**src/rtl/uart_tx_arbiter.sv**
```systemverilog
// Round-robin arbiter that shares one UART transmitter among N_REQ byte producers.
// A granted byte is latched, started with a one-cycle pulse, and tracked through the frame and idle gap.
module uart_tx_arbiter #(
    parameter int N_REQ        = 4,
    parameter int GAP_CYCLES   = 8,
    parameter int BUSY_TIMEOUT = 4
) (
    input  logic                 clk,
    input  logic                 rst_n,
    input  logic [N_REQ-1:0]     req_valid,
    input  logic [8*N_REQ-1:0]   req_data,
    output logic [N_REQ-1:0]     req_ready,
    output logic                 tx_start,
    output logic [7:0]           tx_data,
    input  logic                 tx_busy,
    output logic [2:0]           grant_id,
    output logic                 active,
    output logic                 err_timeout
);

    localparam int MAX_CNT = (GAP_CYCLES > BUSY_TIMEOUT) ? GAP_CYCLES : BUSY_TIMEOUT;
    localparam int CNT_W   = (MAX_CNT < 1) ? 1 : $clog2(MAX_CNT + 1);
    localparam logic [CNT_W-1:0] BUSY_LAST = CNT_W'((BUSY_TIMEOUT > 0) ? BUSY_TIMEOUT - 1 : 0);
    localparam logic [CNT_W-1:0] GAP_LAST  = CNT_W'((GAP_CYCLES > 0) ? GAP_CYCLES - 1 : 0);
    localparam logic [2:0]       LAST_ID   = 3'(N_REQ - 1);

    typedef enum logic [2:0] {IDLE, START, WAIT_BUSY, WAIT_DONE, GAP} state_t;

    state_t           state, state_n;
    logic [CNT_W-1:0] cnt, cnt_n;
    logic [N_REQ-1:0] req_ready_n;
    logic             tx_start_n;
    logic             err_n;
    logic [7:0]       tx_data_n;
    logic [2:0]       grant_n;

    logic             found;
    logic [2:0]       pick;
    logic [7:0]       pick_data;
    logic [7:0]       valid_ext;
    logic [3:0]       sum;

    assign valid_ext = 8'(req_valid);
    assign active    = (state != IDLE);

    // Search starts just after the last grant, so grant_id doubles as the rr pointer.
    always_comb begin
        found = 1'b0;
        pick  = grant_id;
        sum   = 4'd0;
        for (int k = 1; k <= N_REQ; k++) begin
            sum = 4'(grant_id) + 4'(k);
            if (sum >= 4'(N_REQ))
                sum = sum - 4'(N_REQ);
            if (!found && valid_ext[sum[2:0]]) begin
                found = 1'b1;
                pick  = sum[2:0];
            end
        end
    end

    always_comb begin
        pick_data = 8'h00;
        for (int i = 0; i < N_REQ; i++)
            if (pick == 3'(i))
                pick_data = req_data[8*i +: 8];
    end

    always_comb begin
        state_n     = state;
        cnt_n       = cnt;
        req_ready_n = '0;
        tx_start_n  = 1'b0;
        err_n       = 1'b0;
        tx_data_n   = tx_data;
        grant_n     = grant_id;
        case (state)
            IDLE: begin
                if (found && !tx_busy) begin
                    state_n     = START;
                    req_ready_n = N_REQ'(1) << pick;
                    tx_data_n   = pick_data;
                    grant_n     = pick;
                end
            end
            START: begin
                tx_start_n = 1'b1;
                cnt_n      = '0;
                state_n    = WAIT_BUSY;
            end
            WAIT_BUSY: begin
                if (tx_busy) begin
                    state_n = WAIT_DONE;
                end else if (cnt == BUSY_LAST) begin
                    err_n   = 1'b1;
                    state_n = IDLE;
                end else begin
                    cnt_n = cnt + CNT_W'(1);
                end
            end
            WAIT_DONE: begin
                if (!tx_busy) begin
                    cnt_n   = '0;
                    state_n = (GAP_CYCLES == 0) ? IDLE : GAP;
                end
            end
            GAP: begin
                if (cnt == GAP_LAST)
                    state_n = IDLE;
                else
                    cnt_n = cnt + CNT_W'(1);
            end
            default: state_n = IDLE;
        endcase
    end

    always_ff @(posedge clk or negedge rst_n) begin
        if (!rst_n) begin
            state       <= IDLE;
            cnt         <= '0;
            req_ready   <= '0;
            tx_start    <= 1'b0;
            err_timeout <= 1'b0;
            tx_data     <= 8'h00;
            grant_id    <= LAST_ID;
        end else begin
            state       <= state_n;
            cnt         <= cnt_n;
            req_ready   <= req_ready_n;
            tx_start    <= tx_start_n;
            err_timeout <= err_n;
            tx_data     <= tx_data_n;
            grant_id    <= grant_n;
        end
    end

endmodule

```
**config.mk**
```make
export PLATFORM = sky130hd
export DESIGN_NAME = uart_tx_arbiter
export DESIGN_NICKNAME = d
export VERILOG_FILES = /design/src/rtl/uart_tx_arbiter.sv
export SDC_FILE = /design/constraint.sdc
export NUM_CORES = 1
export LEC_CHECK = 0
export ABC_AREA = 1
export BUFFER_PORTS_ARGS = -buffer_cell sky130_fd_sc_hd__buf_2
export CORE_UTILIZATION = 55
export CTS_CLUSTER_DIAMETER = 100
export DETAILED_ROUTE_END_ITERATION = 8
export PLACE_DENSITY = 0.87
export REMOVE_ABC_BUFFERS = 1
export SYNTH_ARGS = -nofsm -noshare
export SYNTH_HDL_FRONTEND = slang
export SYNTH_SLANG_ARGS = --single-unit
```
**constraint.sdc**
```tcl
create_clock -name clk -period 5.3 [get_ports clk]
set_input_delay 0 -clock clk [delete_from_list [all_inputs] [get_ports clk]]
set_output_delay 0 -clock clk [all_outputs]
set_load 0.02 [all_outputs]
```
==> run_results.csv <==
group,metric,value,unit
timing,setup-violations-final,0,
timing,max_freq,281,MHz
placement,dp.cells,352,
timing,period_share,0.671,
timing,worstMarginPinSlew,523,ps
die,dieArea,3540,µm²
synth,syn_avg_cell_area,7.20,µm²
die,fp-row-count,20,
routing,vias_per_cell,5.00,
worst_setup_path,critical_path_class,"flip-flop to flip-flop",
power_and_ir_drop,p_sw_frac,0.357,
worst_setup_path,slowest_stage,"dfstp_2",
grt,antenna_found_initial,0,
cells_and_area,multi_input_area,1040,µm²
timing,fin_ws,1740,ps
synth,yosysTopAreaCell,"dfrtp_1",
synth,synth-edff-count,0,
worst_setup_path,end_kind,"flip-flop",
worst_setup_path,cp_num_buf_inv,5,
worst_setup_path,setup.worst_path.start_class,"flip-flop",
synth,ys_warn_count,0,
worst_setup_path,path_cells,"inv_2, ha_1, inv_1, nand3_1, inv_1, nor2_2, nand4_1, nand2_4, nand2_8, nor2_8, nand2_1, nand2_1, dlygate4sd3_1, nand2_1, nand2_1, dlygate4sd3_1",
grt,grt_pass1_vias,1804,
cells_and_area,synthToLayoutAreaGrowth,31.1,%
worst_setup_path,r2r_end,"tx_data[4]$_DFFE_PN0P_",
grt,grt_overflow_total,0,
worst_setup_path,r2r_start,"grant_id[0]$_DFFE_PN1P_",
placement,dpl.hpwl,3120,µm
clock_tree,insertion_delay,310,ps
outcome,status,"finished, final reports clean",
worst_setup_path,rrSetupSlack,1740,ps
hold_path,hp-class,"primary input to flip-flop",
worst_setup_path,critical-path-max-stage-delay,630,ps
clock_tree,htree_num_levels,1,
hold_path,min_delay_worst_endpoint,"tx_data[3]$_DFFE_PN0P_",
routing,drc,0,
timing,rsz0062_at_grt,"no",
timing,slew_violations,0,
cells_and_area,final_util,0.769,
die,core_area,3100,µm²
grt,grt_max_degree,25,
cells_and_area,diodes,0,
synth,ys_ff_latch,24,
cells_and_area,ff_latch_area,603,µm²
power_and_ir_drop,power.density,221,nW/µm²
clock_tree,tritoncts,"built",
timing,tns,0,ps
worst_setup_path,crit_required,5570,ps
worst_setup_path,path_max_fanout,9,
routing,postRouteAntennaNets,0,
die,die_y,59.5,µm
grt,track_usage,0.273,
synth,yosys-top-cells-count,"64 x nand2_1, 42 x nor2_1, 38 x inv_1",
worst_setup_path,cp.arrival,3830,ps
placement,dp_slack,2790,ps
synth,synth_most_common_cell,"nand2_1",
synth,yosys.area.top_type_share,0.302,
clock_tree,cts_buffers,3,
die,start_util,0.587,
timing,skew,11.9,ps
clock_tree,clk_pin_slew_worst_paths,140,ps
placement,gp_congestion,0.896,
worst_setup_path,ff2ff_path_depth,16,
synth,ys_seq_area_frac,0.331,
timing,hold_violations,0,
routing,firstDrtPassIters,5,
clock_tree,cts.sinks,24,
synth,synth_ff_type,"dfrtp_1",
cells_and_area,drive_gt1_frac,0.308,
synth,synthCells,253,
power_and_ir_drop,cell_internal_pwr,0.340,mW
timing,slew_headroom,0.651,
hold_path,holdCritStartpoint,"req_data[27]",
power_and_ir_drop,total_leakage_power,1.48,nW
power_and_ir_drop,switchingPower,0.189,mW
worst_setup_path,crit_family,"buffers and inverters",
placement,port_buffers,56,
cells_and_area,stdcell_count,375,
clock_tree,cts_resized,0,
power_and_ir_drop,pwr-share-clk,0.249,
cells_and_area,nets,374,
die,io_pins,57,
cells_and_area,nFillCells,220,
hold_path,hold_depth,5,
routing,wl_per_cell,12.4,µm
routing,drt_iter0_markers,104,
routing,wl,4640,µm
synth,syn_area,1820,µm²
synth,async_flop_share,1.00,
power_and_ir_drop,peakVddDrop,235,µV
die,dieWidth,59.5,µm
synth,synthTopCellsByArea,"dfrtp_1 30%, nand2_1 13%, nor2_1 8.7%, inv_1 7.8%, o21ai_0 5.2%",
power_and_ir_drop,p_comb_frac,0.334,
worst_setup_path,crit_top_cell,"nand2_1",
routing,num_vias,1876,
clock_tree,clock-root-buffer,"clkbuf_4",
grt,grt_pass1_wl,7290,µm
power_and_ir_drop,seqPwrFrac,0.417,
timing,min_period,3560,ps
clock_tree,clockBufferDepth,2,
synth,synth_cell_type_count,23,
job,cap_violations,0,
[how the worst max path moves through the flow]
stage	startpoint	to	slack [ps]	cells past startpoint
global route	grant_id[0]$_DFFE_PN1P_	tx_data[4]$_DFFE_PN0P_	1520	16
global placement	grant_id[0]$_DFFE_PN1P_	tx_data[7]$_DFFE_PN0P_	2900	15
CTS	grant_id[0]$_DFFE_PN1P_	tx_data[4]$_DFFE_PN0P_	1810	16
finish	grant_id[0]$_DFFE_PN1P_	tx_data[4]$_DFFE_PN0P_	1740	16
floorplan	grant_id[0]$_DFFE_PN1P_	tx_data[0]$_DFFE_PN0P_	2950	15
detailed placement	grant_id[0]$_DFFE_PN1P_	tx_data[7]$_DFFE_PN0P_	2790	15
[cells by family after synthesis]
group | synth area share
AO/OA/AOI/OAI | 0.0708
adder cells (fa/ha/maj) | 0.0206
buffers and inverters | 0.0990
flip-flops | 0.331
AND/OR/NAND/NOR | 0.478
[registers in the layout, indices dropped and copies added, names as in the netlist]
name         count
tx_start         1
req_ready        4
state            3
grant_id         3
cnt              4
tx_data          8
err_timeout      1
[layer usage]
layer	routed length (µm)	up-vias	GRT usage
li1	-	943	-
met1	1900	867	0.322
met2	2480	56	0.498
met3	156	10	0.0437
met4	95	0	0.0997
met5	0	-	0
[power groups by stage]
stage | registers [mW] | clock network [mW] | logic (mW)
6_report | 0.220 | 0.132 | 0.176
5_1_grt | 0.222 | 0.139 | 0.200
4_1_cts | 0.219 | 0.134 | 0.175
3_5_place_dp | 0.223 | 0 | 0.168
3_3_place_gp | 0.222 | 0 | 0.161
2_1_floorplan | 0.223 | 0 | 0.113
[repair_timing]
item / in CTS / in global routing
hold buffers: 19 / 0
endpoints found under the hold margin: 31 / 0
buffers inserted: 0 / 0
[placed cells by master (no fill, tap or decap), types with 4 or more instances in the layout]
cell type	netlist	routed
buf_2	0	56
dfrtp_1	22	22
dlygate4sd3_1	0	19
inv_1	38	38
nand2_1	64	64
nand2_2	7	7
nand2_4	6	6
nand3_1	12	12
nand3_4	4	4
nand4_1	4	4
nor2_1	42	42
nor2_2	9	9
nor2_8	4	4
nor3_1	4	4
o21ai_0	19	19
[per-stage QoR]
step	instance area (µm²)	total power [mW]	hold WS (ps)
after floorplan	1810	0.335	-296
after global placement	2140	0.383	5.94
after detailed placement	2140	0.390	4.45
after CTS	2390	0.528	0.318
after global routing	2390	0.561	29.2
final	2390	0.528	17.6
[tightest hold or removal path, stage by stage]
cell and delay [ps]:
buf_2 70, inv_1 30, nor2_1 100, nor2_1 50, nand2_1 50
[final cells by class]
class,instances,area share
multi-input combinational,185,0.434
tap,44,0.0231
timing repair buffer,75,0.197
sequential,24,0.253
clock buffer,3,0.00943
inverter,43,0.0708
clock inverter,1,0.0126
Note: power is estimated with default switching activity, not from simulation.
